**src/rtl/wdt_feeder.sv**
```systemverilog
// wdt_feeder: periodic watchdog kick, issued only after every task checks in; registered outputs, no backpressure.
// Optional WDT_FEED_EARLY_KICK_EN: kick as soon as all tasks have checked in, without waiting for window end.
module wdt_feeder #(
  parameter int NUM_TASKS = 4,
  parameter int PULSE_LEN = 2,
  parameter int CNT_W     = 32
) (
  input  logic                 i_clk,
  input  logic                 i_rst_n,
  input  logic                 i_enable,
  input  logic [CNT_W-1:0]     i_kick_period,
  input  logic [CNT_W-1:0]     i_holdoff,
  input  logic [NUM_TASKS-1:0] i_task_alive,
  input  logic                 i_fail_safe,
  input  logic                 i_hardware_rst,
  output logic                 o_clrwdt,
  output logic [2:0]           o_state,
  output logic [NUM_TASKS-1:0] o_missed_tasks,
  output logic [7:0]           o_fail_count,
  output logic [7:0]           o_rst_count
);

  typedef enum logic [2:0] {
    IDLE    = 3'd0,
    HOLDOFF = 3'd1,
    COLLECT = 3'd2,
    KICK    = 3'd3,
    SUSPEND = 3'd4
  } state_t;

  localparam logic [CNT_W-1:0] PULSE_LD = CNT_W'(PULSE_LEN - 1);

  state_t               state_q, state_d;
  logic [CNT_W-1:0]     timer_q, timer_d;
  logic [NUM_TASKS-1:0] mask_q, mask_d;
  logic [NUM_TASKS-1:0] missed_d;
  logic [NUM_TASKS-1:0] eval;
  logic [CNT_W-1:0]     hold_ld, per_ld;
  logic                 all_in;
  logic                 fs_q, hr_q;

  // A zero length is treated as a one-cycle phase.
  assign hold_ld = (i_holdoff == '0)     ? '0 : i_holdoff - CNT_W'(1);
  assign per_ld  = (i_kick_period == '0) ? '0 : i_kick_period - CNT_W'(1);
  assign eval    = mask_q | i_task_alive;
  assign all_in  = &eval;
  assign o_state = state_q;

  always_comb begin
    state_d  = state_q;
    timer_d  = timer_q;
    mask_d   = mask_q;
    missed_d = o_missed_tasks;
    if (!i_enable) begin
      state_d = IDLE;
    end else if (i_hardware_rst && (state_q inside {HOLDOFF, COLLECT, KICK})) begin
      state_d = SUSPEND;
    end else begin
      case (state_q)
        IDLE: begin
          state_d = HOLDOFF;
          timer_d = hold_ld;
        end
        HOLDOFF: begin
          if (timer_q == '0) begin
            state_d = COLLECT;
            timer_d = per_ld;
            mask_d  = '0;
          end else begin
            timer_d = timer_q - CNT_W'(1);
          end
        end
        COLLECT: begin
          if (timer_q == '0) begin
            mask_d = '0;
            if (all_in) begin
              state_d  = KICK;
              timer_d  = PULSE_LD;
              missed_d = '0;
            end else begin
              timer_d  = per_ld;
              missed_d = ~eval;
            end
          end
`ifdef WDT_FEED_EARLY_KICK_EN
          else if (all_in) begin
            state_d  = KICK;
            timer_d  = PULSE_LD;
            mask_d   = '0;
            missed_d = '0;
          end
`endif
          else begin
            mask_d  = eval;
            timer_d = timer_q - CNT_W'(1);
          end
        end
        KICK: begin
          if (timer_q == '0) begin
            state_d = COLLECT;
            timer_d = per_ld;
            mask_d  = '0;
          end else begin
            timer_d = timer_q - CNT_W'(1);
          end
        end
        SUSPEND: begin
          if (!i_hardware_rst) begin
            state_d = HOLDOFF;
            timer_d = hold_ld;
          end
        end
        default: state_d = IDLE;
      endcase
    end
  end

  always_ff @(posedge i_clk or negedge i_rst_n) begin
    if (!i_rst_n) begin
      state_q        <= IDLE;
      timer_q        <= '0;
      mask_q         <= '0;
      o_missed_tasks <= '0;
      o_clrwdt       <= 1'b0;
    end else begin
      state_q        <= state_d;
      timer_q        <= timer_d;
      mask_q         <= mask_d;
      o_missed_tasks <= missed_d;
      o_clrwdt       <= (state_d == KICK);
    end
  end

  // Event counters run in every state, including IDLE and SUSPEND.
  always_ff @(posedge i_clk or negedge i_rst_n) begin
    if (!i_rst_n) begin
      fs_q         <= 1'b0;
      hr_q         <= 1'b0;
      o_fail_count <= 8'd0;
      o_rst_count  <= 8'd0;
    end else begin
      fs_q <= i_fail_safe;
      hr_q <= i_hardware_rst;
      if (i_fail_safe && !fs_q && (o_fail_count != 8'hFF))
        o_fail_count <= o_fail_count + 8'd1;
      if (i_hardware_rst && !hr_q && (o_rst_count != 8'hFF))
        o_rst_count <= o_rst_count + 8'd1;
    end
  end

endmodule

```
**config.mk**
```make
export PLATFORM = sky130hd
export DESIGN_NAME = wdt_feeder
export DESIGN_NICKNAME = d
export VERILOG_FILES = /design/src/rtl/wdt_feeder.sv
export SDC_FILE = /design/constraint.sdc
export NUM_CORES = 1
export LEC_CHECK = 0
export ABC_AREA = 1
export BUFFER_PORTS_ARGS = -buffer_cell sky130_fd_sc_hd__buf_2
export CAP_MARGIN = 20
export CORE_MARGIN = 2
export CORE_UTILIZATION = 30
export DETAILED_ROUTE_END_ITERATION = 7
export SETUP_SLACK_MARGIN = 0.3
export SLEW_MARGIN = 20
export SYNTH_ARGS = -nofsm -noshare
export SYNTH_HDL_FRONTEND = slang
export SYNTH_SLANG_ARGS = --single-unit
```
**constraint.sdc**
```tcl
create_clock -name i_clk -period 2.2 [get_ports i_clk]
set_input_delay 0.11 -clock i_clk [delete_from_list [all_inputs] [get_ports i_clk]]
set_output_delay 0.11 -clock i_clk [all_outputs]
set_load 0.05 [all_outputs]
```
# [Word level (Yosys, flattened, before mapping)]
# Index checks and enable logic that the tools add are counted.
[word_totals] reg_bits=62 in_bits=73 out_inout_bits=24 elab_cells=63
[classes] n_addsub=5 n_eq_ne=9 n_mux=18 bitwise=3 reduce_logical=19
[ops] op="32-bit 2-to-1 mux" count=6
[ops] op="32-bit case mux with 4 select lines" count=1
[ops] op="32-bit logical NOT" count=3
[ops] op="32-bit by 1-bit subtractor with 32-bit output (second input constant)" count=3
[ops] op="3-bit 2-to-1 mux" count=6
[ops] op="8-bit by 1-bit adder with 8-bit output (second input constant)" count=2
[ops] op="8-bit inequality test (second input constant)" count=2
[ops] op="4-bit AND reduction" count=4
[ops] op="4-bit 2-to-1 mux" count=3
[ops] op="3-bit case mux with 4 select lines" count=1
[ops] op="3-bit by 2-bit equality test with 1-bit output (second input constant)" count=3
[ops] op="4-bit case mux with 2 select lines" count=1
[ops] op="1-bit logical AND" count=5
[ops] op="4-bit inverter" count=1
[ops] op="4-bit OR" count=1
[ops] op="4-bit nonzero test" count=1
[ops] op="3-bit by 1-bit equality test with 1-bit output (second input constant)" count=1
[ops] op="3-bit equality test (second input constant)" count=1
[ops] op="3-bit logical NOT" count=1
[ops] op="3-bit nonzero test" count=1
[ops] op="1-bit logical NOT" count=2
[ops] op="2-bit by 1-bit inequality test with 1-bit output (second input constant)" count=1
[ops] op="2-bit inequality test (second input constant)" count=1
[ops] op="2-bit nonzero test" count=1
[ops] op="other kinds (2)" count=2

# [Longest topological paths before layout]
# Gate-level depths: netlist of the first run.
[depth] word_depth=8 depth_mapped=14 ltp_nobuf=13

# [Least setup slack after synthesis of the first run]
# Ideal clock, no wire load.
[synth_path] path_kind="reg-to-reg" start="register o_rst_count[0]" end="register o_rst_count[7]" setup_ns=0.082 arrival_time_ns=1.862 required_ns=2.118 setup_slack_ns=0.256 path_stages_with_launch=12 path_buffers=0 synth_period_minus_slack_ns=1.944 path_cell_list="dfrtp_1 > ha_1 > nand2_1 > nor2_1 > nand4_1 > nand2_1 > nor2_1 > inv_1 > nor2_1 > nand2_1 > nor2_1 > xor2_1"
[synth_via] elab_chain_cells=2 word_cells_on_any_way=3 cone_classes="1 x add/sub; 1 x eq/ne; 1 x reduce/logical"
[synth_rtl] item="from (decl)" line_no="20" text="output logic [7:0] o_rst_count"
[synth_rtl] item="from (signal assigned)" line_no="147" text="o_rst_count <= o_rst_count + 8'd1;"
[synth_rtl] item="parallel branches: the longest is 2 deep, another holds 8-bit by 1-bit adder with 8-bit output"
# Parallel ways; which one is timed is not known.
# A chain may end at the register's enable or synchronous reset.

# [Worst setup path after layout of the first run]
[layout_path] start="register timer_q[0]" end="register timer_q[10]"
[layout_via] elab_chain_cells=3 word_cells_on_any_way=5 cone_classes="1 x add/sub; 3 x mux; 1 x reduce/logical"
[layout_rtl] item="from (decl)" line_no="34" text="logic [CNT_W-1:0] timer_q, timer_d;"
[layout_rtl] item="from (signal assigned)" line_no="127" text="timer_q <= timer_d;"
[layout_rtl] item="32-bit by 1-bit subtractor with 32-bit output or 32-bit logical NOT (tied branches)"
[layout_rtl] item="32-bit 2-to-1 mux (on tied branches)" line_no="65, 99, 74"
[layout_rtl] item="32-bit case mux with 4 select lines (*)" line_no="59" text="case (state_q)"
# Every way passes the cells marked *; elsewhere a longest branch is shown, timed or not.

==> flow_summary.ini, run 1 <==
[outcome]
status = finished clean

[grt]
grt_first_pass_wirelength_um = 32000
grt_max_degree = 27
grt_usage = 0.185
grt_overflow_total = 0
grt_antenna_before_repair = 0
grt_pass1_vias = 6254

[die]
row_count = 52
io_pins = 97
core-area_sq_um = 20200
fp.dieH_um = 147
dieArea_sq_um = 21700
die_w_um = 147
initial_utilization = 0.305

[clocking]
path_clk_slew_ns = 0.06
root_buffer = clkbuf_16
clkSinkCount = 62
cts_max_level = 3
cts_tree = built
cts_buffers = 9
clock_path_buffers = 2
clk_latency_ns = 0.33

[placed_design]
gp_congestion = 0.969
dpl.hpwl_um = 16600
portBuffers = 96
dp_slack_ns = 0.0316

[setup_path]
crit_family = simple AND/OR/NAND/NOR gates
worstPathArrival_ns = 2.09
path_max_fanout = 6
critPathBufInv = 2
critPathMaxStageDelay_ns = 0.38
cp_slowest_cell = dfrtp_1
endpoint_kind = flop
critPathLaunch = timer_q[0]
timing.rr.start = timer_q[0]
critPathKind = flop to flop
path_cells = inv_2 > ha_4 > nand3_4 > nor2_8 > nand3_4 > nor2_8 > nand2_4 > nand2_8 > inv_16 > nand2_1 > nor2_1 > nor2_1 > nor2_1
worstPathRequired_ns = 2.42
startpoint_type = flop
cp_common_cell = nor2_1

[finish]
fin_nets = 1223
mostFrequentLayoutCells = nand2_1 (261), nor2_1 (220), inv_1 (101)
final_common_cell = nand2_1
drive_above_1_share = 0.231
regArea_sq_um = 1560
fillers = 2192
multiInputGateArea_sq_um = 4310
antenna_cells = 0
syn_to_final_growth_pct = 26.2

[drt]
postRouteAntennaNets = 0
viasPerCell = 4.81
via_count = 6826
drt-initial-drc-count = 465
drc_errors = 0
routed_wl_um = 20600
first_pass_iters = 6
wl_per_cell_um = 14.5

[timing]
clock.fmax_ghz = 0.533
tightest_slew_ns = 0.503
setup-tns-final_ns = 0
setup_ws_ns = 0.325
rsz0062_at_grt = yes
layout_min_cycle_time_ns = 1.88
period_share = 0.852
finalSetupViolations = 0
report.final.hold_viol_count = 0
slew_headroom = 0.664
report.final.slew_viol_count = 0
skew_ns = 0.00661

[power_and_ir_drop]
p_per_area_nw_per_um2 = 674
power_frac_clock = 0.251
pwr-share-comb = 0.411
p_int_uw = 2930
switching_share = 0.442
pwr-share-seq = 0.339
switching_power_uw = 2320
ir_drop_uv = 387
p_leak_uw = 0.00366

[flow_run]
cap_violations = 0

[hold_path]
hp-start = i_enable
min_path_type = input port to flop

[synth]
synth-edff-count = 0
async_flop_share = 1.00
seq_area_frac_synth = 0.251
postSynthCellCount = 1012
synth_warnings = 0
yosys_register_bits = 62
synth_cell_types = 38
synth_area_per_cell_sq_um = 6.10
mappedNetlistArea_sq_um = 6170
synth_ff_type = dfrtp_1
syn-num-nets = 1090
## timing repair
item	in CTS	in global routing
endpoints found under the setup margin	36	42
resized for setup	9	75
endpoints found under the hold margin	23	0
pin swaps	6	24
setup buffers	8	11
gates cloned	0	3
hold buffers	3	0
## final cells by class
| type | count | area share |
|---|---|---|
| tap | 270 | 0.0434 |
| timing repair inverter | 2 | 0.00257 |
| timing repair buffer | 136 | 0.110 |
| clock buffer | 9 | 0.0289 |
| multi-input combinational | 823 | 0.553 |
| clock inverter | 7 | 0.00643 |
| sequential | 62 | 0.200 |
| inverter | 111 | 0.0561 |
## cells by family after synthesis
family | after synthesis | synth area share
AND/OR/NAND/NOR | 665 | 0.468
buffers and inverters | 127 | 0.0842
AO/OA/AOI/OAI | 91 | 0.0984
XOR/XNOR | 62 | 0.0880
flip-flops | 62 | 0.251
adder cells (fa/ha/maj) | 5 | 0.0101
## worst paths after layout
kind	to	slack [ns]	cells past startpoint
hold / removal	o_state[2]	0.04	2
min in group asynchronous	o_missed_tasks[0]	0.28	2
setup / recovery	timer_q[10]	0.32	13
setup reg to reg	timer_q[10]	0.32	13
max in group asynchronous	timer_q[8]	1.19	3
hold reg to reg	o_missed_tasks[3]	0.48	2
## power groups by stage
stage	Clock (uW)	Sequential (uW)	Combinational, uW
2_1_floorplan	0	2100	1050
3_3_place_gp	0	1770	1970
3_5_place_dp	0	1780	1980
4_1_cts	1350	1760	2010
5_1_grt	1400	1820	2360
6_report	1320	1780	2160
## metrics by stage
step | utilization | total power (uW) | hold slack [ns] | std cells | cell area [sq um]
2_1_floorplan | - | 3150 | -0.186 | 1012 | 6170
3_3_place_gp | 0.348 | 3750 | 0.105 | 1379 | 7040
3_5_place_dp | 0.348 | 3760 | 0.106 | 1379 | 7040
4_1_cts | 0.369 | 5120 | 0.0289 | 1406 | 7460
5_1_grt | 0.385 | 5580 | 0.0478 | 1420 | 7790
6_report | 0.385 | 5250 | 0.0447 | 1420 | 7790
## state kept, by name, summed over array words and instances, names as in the netlist
register / flops
fs_q: 1
hr_q: 1
mask_q: 4
o_clrwdt: 1
o_fail_count: 8
o_missed_tasks: 4
o_rst_count: 8
o_state: 3
timer_q: 32
## cells in the mapped netlist (2+ instances only)
library cell / count / area (sq um)
o21ai_0: 31 / 155
nor2_4: 4 / 45.0
nand2_1: 279 / 1050
nand4_1: 24 / 150
xnor2_1: 32 / 280
nand3_1: 86 / 430
dfrtp_1: 62 / 1550
or2_2: 3 / 18.8
a21oi_1: 22 / 110
buf_6: 3 / 33.8
nand2_4: 3 / 33.8
buf_2: 10 / 50.1
nor2_2: 15 / 93.8
o21bai_1: 10 / 75.1
o21ai_1: 3 / 15.0
a21oi_2: 10 / 87.6
o21ai_2: 2 / 17.5
nand3_4: 2 / 35.0
nand2_2: 7 / 43.8
xor2_1: 30 / 263
nand3b_1: 2 / 15.0
nor2_1: 232 / 871
nor2_8: 3 / 60.1
o22ai_2: 8 / 100
ha_1: 5 / 62.6
buf_4: 2 / 15.0
inv_2: 7 / 26.3
inv_1: 104 / 390
nor3_1: 2 / 10.0
## routing by layer
| metal | global-route usage | routed length, um | vias to the layer above |
|---|---|---|---|
| met5 | 0 | 0 | - |
| met4 | 0.0538 | 519 | 0 |
| met3 | 0.0309 | 1030 | 36 |
| met2 | 0.305 | 9460 | 193 |
| met1 | 0.249 | 9550 | 3123 |
| li1 | - | - | 3474 |
No activity file was read; power rests on OpenSTA's default activity.
==> inputs of run 2 (changes only) <==
--- a/config.mk
+++ b/config.mk
@@ -11,6 +11,7 @@
 export CORE_MARGIN = 2
 export CORE_UTILIZATION = 30
 export DETAILED_ROUTE_END_ITERATION = 7
+export REMOVE_ABC_BUFFERS = 1
 export SETUP_SLACK_MARGIN = 0.3
 export SLEW_MARGIN = 20
 export SYNTH_ARGS = -nofsm -noshare
==> run 2 against run 1 <==
Effect of this change:
- hold slack better by 0.0071 ns
- critical path depth did not move
- maximum frequency increased by 0.56%
- count of clock-buffer cells in the layout is 1 higher
- largest power group unchanged
- highest routed layer unchanged
==> flow_summary.ini, run 2 (synthesized netlist as in run 1, its figures left out) <==
[outcome]
status = finished clean

[clocking]
root_buffer = clkbuf_16
path_clk_slew_ns = 0.06
clock_path_buffers = 2
clkSinkCount = 62
cts_buffers = 9
cts_tree = built
clk_latency_ns = 0.34
cts_max_level = 3

[setup_path]
worstPathArrival_ns = 2.10
cp_common_cell = nor2_1
startpoint_type = flop
path_max_fanout = 21
timing.rr.start = timer_q[0]
reg2reg_depth = 13
critPathKind = flop to flop
critical_path.endpoint = timer_q[10]
regToRegSetupSlack_ns = 0.34
crit_family = simple AND/OR/NAND/NOR gates
path_depth = 13
r2r-end = timer_q[10]
path_cells = inv_2 > ha_4 > nand3_4 > nor2_8 > nand3_4 > nor2_8 > nand2_4 > nand2_8 > inv_12 > nand2_1 > nor2_1 > nor2_1 > nor2_1
cp_slowest_cell = dfrtp_1
critPathMaxStageDelay_ns = 0.40
endpoint_kind = flop
worstPathRequired_ns = 2.43
critPathBufInv = 2
critPathLaunch = timer_q[0]

[timing]
skew_ns = 0.00948
finalSetupViolations = 0
report.final.slew_viol_count = 0
clock.fmax_ghz = 0.536
tightest_slew_ns = 0.408
period_share = 0.848
report.final.hold_viol_count = 0
whs_ns = 0.0518
slew_headroom = 0.727
setup-tns-final_ns = 0
rsz0062_at_grt = yes
layout_min_cycle_time_ns = 1.86

[finish]
drive_above_1_share = 0.208
fin_nets = 1219
largest_reg_flops = 32
antenna_cells = 0
mostFrequentLayoutCells = nand2_1 (274), nor2_1 (223), inv_1 (101)
fillers = 2187
final_common_cell = nand2_1
largest_registers = timer_q x32, o_fail_count x8, o_rst_count x8
utilization = 0.379
syn_to_final_growth_pct = 24.2
regMostFlops = timer_q

[power_and_ir_drop]
p_leak_uw = 0.00363
switching_power_uw = 2260
pwr-share-seq = 0.328
power_frac_clock = 0.278
p_int_uw = 3060
p_per_area_nw_per_um2 = 694
pwr-share-comb = 0.394
switching_share = 0.424
ir_drop_uv = 409

[placed_design]
gp_congestion = 0.917
dpl.hpwl_um = 16100
portBuffers = 96

[die]
initial_utilization = 0.305
fp.dieH_um = 147
dieArea_sq_um = 21700
io_pins = 97
die_w_um = 147
core-area_sq_um = 20200
row_count = 52

[grt]
grt_overflow_total = 0
grt_antenna_before_repair = 0
grt_pass1_vias = 6245
grt_max_degree = 63
grt_first_pass_wirelength_um = 31600
grt_usage = 0.182

[drt]
drt-initial-drc-count = 446
viasPerCell = 4.78
drc_errors = 0
via_count = 6764
postRouteAntennaNets = 0
first_pass_iters = 5
routed_wl_um = 19800
wl_per_cell_um = 14.0

[flow_run]
cap_violations = 0

[hold_path]
min_path_type = input port to flop
[run 2: cell count changes in the layout (fill, tap and decap cells not counted), sizes merged]
cell      before  now
buf          133  131
bufinv         0    1
clkinvlp       4    3
clkbuf         9   10
inv          113  112
clkinv         3    1
[run 2: what timing repair did]
action,4_1_cts,5_1_grt
hold endpoints to repair,64,0
gates resized for setup,9,36
setup buffers,6,7
endpoints found under the setup margin,37,40
pin swaps,6,8
hold buffers,3,0
[run 2: power groups by stage]
stage          clock (uW)  combinational [uW]  sequential, uW
2_1_floorplan           0                1020            2100
3_3_place_gp            0                1990            1750
3_5_place_dp            0                2000            1760
4_1_cts              1510                2040            1740
5_1_grt              1560                2300            1800
6_report             1480                2100            1750
[run 2: worst min path at each step]
| stage | from | end | slack, ns | cells after the start |
|---|---|---|---|---|
| floorplan | i_rst_n | fs_q | -0.19 | 0 |
| finish | i_enable | o_state[2] | 0.05 | 2 |
| detailed placement | i_rst_n | o_missed_tasks[2] | 0.16 | 2 |
| global route | i_enable | o_state[2] | 0.05 | 2 |
| CTS | i_enable | o_state[2] | 0.02 | 2 |
| global placement | i_rst_n | o_missed_tasks[1] | 0.16 | 2 |
[run 2: per-stage QoR]
| stage | instances | setup WS (ns) | total power [uW] | area [sq um] |
|---|---|---|---|---|
| after floorplan | 996 | -0.750 | 3120 | 6070 |
| after global placement | 1384 | 0.123 | 3740 | 7090 |
| after detailed placement | 1384 | 0.0911 | 3760 | 7090 |
| after CTS | 1409 | 0.303 | 5280 | 7500 |
| after global routing | 1416 | 0.212 | 5660 | 7660 |
| final | 1416 | 0.335 | 5320 | 7660 |
[run 2: metal layers]
layer  part of all wire  track usage  up-vias
li1                   -            -     3449
met1               0.48        0.253     3067
met2               0.44        0.294      221
met3              0.054       0.0259       27
met4              0.021       0.0519        0
met5                  0            0        -
[run 2: area by class of cell]
type                            count  area (sq um)  area share
Clock buffer                       10           239      0.0312
Clock inverter                      6          67.6     0.00881
Inverter                          111           433      0.0565
Multi-Input combinational cell    823          4200       0.548
Sequential cell                    62          1550       0.202
Tap cell                          270           338      0.0441
Timing Repair Buffer              134           833       0.109
==> inputs of run 3 (changes only) <==
==> constraint.sdc (replaced) <==
create_clock -name i_clk -period 1.8 [get_ports i_clk]
set_input_delay 0.09 -clock i_clk [delete_from_list [all_inputs] [get_ports i_clk]]
set_output_delay 0.09 -clock i_clk [all_outputs]
set_load 0.05 [all_outputs]
==> run 3 against run 2 <==
Effect of this change:
- maximum frequency fell by 0.23%
- worst setup slack got worse by 0.40 ns
- critical path depth fell by 1
- hold slack got worse by 0.034 ns
- the run now ends with negative setup slack left
- global-route usage rose by 1.8 points
- power rose by 39%
==> flow_summary.ini, run 3 (synthesized netlist as in run 1, its figures left out) <==
[drt]
drc_errors = 0
first_pass_iters = 5
wl_per_cell_um = 14.4
via_count = 7337
postRouteAntennaNets = 0
viasPerCell = 4.80
drt-initial-drc-count = 488
routed_wl_um = 22100

[clocking]
clock_path_buffers = 2
cts_max_level = 3
clk_latency_ns = 0.34
clkSinkCount = 62
root_buffer = clkbuf_16
cts_buffers = 9
cts_tree = built
path_clk_slew_ns = 0.06

[timing]
skew_ns = 0.00606
layout_min_cycle_time_ns = 1.87
slew_headroom = 0.582
setup_ws_ns = -0.0690
tightest_slew_ns = 0.627
clock.fmax_ghz = 0.535
finalSetupViolations = 22
report.final.hold_viol_count = 0
report.final.slew_viol_count = 0
whs_ns = 0.0178
period_share = 1.04
rsz0062_at_grt = yes

[die]
dieArea_sq_um = 21700
initial_utilization = 0.305
core-area_sq_um = 20200
fp.dieH_um = 147
io_pins = 97
row_count = 52
die_w_um = 147

[power_and_ir_drop]
p_leak_uw = 0.00436
p_per_area_nw_per_um2 = 816
ir_drop_uv = 444

[finish]
syn_to_final_growth_pct = 47.2
drive_above_1_share = 0.344
largest_reg_flops = 32
final_common_cell = nand2_1
regArea_sq_um = 1550
fin_nets = 1333
mostFrequentLayoutCells = nand2_1 (246), nor2_1 (203), buf_4 (122)
fillers = 2076
largest_registers = timer_q x32, o_fail_count x8, o_rst_count x8
fin_area_sq_um = 9080
antenna_cells = 0
regMostFlops = timer_q
multiInputGateArea_sq_um = 4640

[grt]
grt_antenna_before_repair = 0
grt_overflow_total = 0
grt_pass1_vias = 6669
grt_max_degree = 28
grt_usage = 0.200
grt_first_pass_wirelength_um = 34600

[setup_path]
worstPathRequired_ns = 2.03
path_max_fanout = 5
critPathKind = flop to flop
startpoint_type = flop
regToRegSetupSlack_ns = -0.07
worstPathArrival_ns = 2.10
endpoint_kind = flop

[outcome]
status = finished with violations
violations = negative setup slack

[placed_design]
gp_congestion = 0.935
dpl.hpwl_um = 17100
placed_area_sq_um = 7830
portBuffers = 96

[flow_run]
cap_violations = 0

[hold_path]
min_path_type = input port to flop
## run 3: metal layers
layer	global-route usage	share of wire	vias to the layer above
li1	-	-	3688
met1	0.276	0.45	3394
met2	0.333	0.48	219
met3	0.0269	0.052	36
met4	0.0457	0.019	0
met5	0	0	-
## run 3: what timing repair did
action / in CTS / in global routing
setup endpoints to repair: 53 / 56
cloned: 1 / 2
pin swaps: 21 / 31
resized for setup: 86 / 101
hold buffers: 3 / 0
buffers inserted: 15 / 14
endpoints found under the hold margin: 22 / 0
## run 3: layout make-up
class,count,share of cell area
inverter,111,0.0486
tap,270,0.0372
timing repair buffer,247,0.198
timing repair inverter,1,0.00179
multi-input combinational,823,0.510
sequential,62,0.171
clock buffer,9,0.0248
clock inverter,7,0.00813
## run 3: final timing paths
path                                         from           endpoint  cells past startpoint
max in group asynchronous                 i_rst_n               hr_q                      3
worst min-delay path                     i_enable         o_state[2]                      2
worst max register to register         timer_q[1]        timer_q[22]                     12
worst min register to register  o_missed_tasks[1]  o_missed_tasks[1]                      2
worst max-delay path                   timer_q[1]        timer_q[22]                     12
min in group asynchronous                 i_rst_n  o_missed_tasks[2]                      2
## run 3: worst max-delay path, stage by stage, from the launching register on
cell and delay, ns:
dfrtp_1 0.38, inv_2 0.08, ha_4 0.15, nand3_4 0.11, nor2_8 0.17, nand3_4 0.12
nor2_8 0.15, buf_4 0.14, buf_4 0.10, o21ai_1 0.07, buf_4 0.15, nand2_1 0.06
a21oi_1 0.06
## run 3: power breakdown
group / switching [uW] / total [uW] / internal (uW)
Clock: 692 / 1770 / 1080
Sequential: 330 / 2050 / 1720
Combinational: 2120 / 3590 / 1470
## run 3: metrics by stage
step | power (uW) | util | cells | setup TNS [ns] | setup WS (ns)
after floorplan | 3810 | - | 996 | -32.98 | -1.15
final | 7410 | 0.449 | 1530 | -0.744 | -0.0690
after CTS | 7100 | 0.424 | 1514 | -0.00352 | -0.00290
after global placement | 4960 | 0.387 | 1479 | -0.888 | -0.105
after global routing | 7850 | 0.449 | 1530 | -3.36 | -0.152
after detailed placement | 4990 | 0.387 | 1479 | -2.74 | -0.131
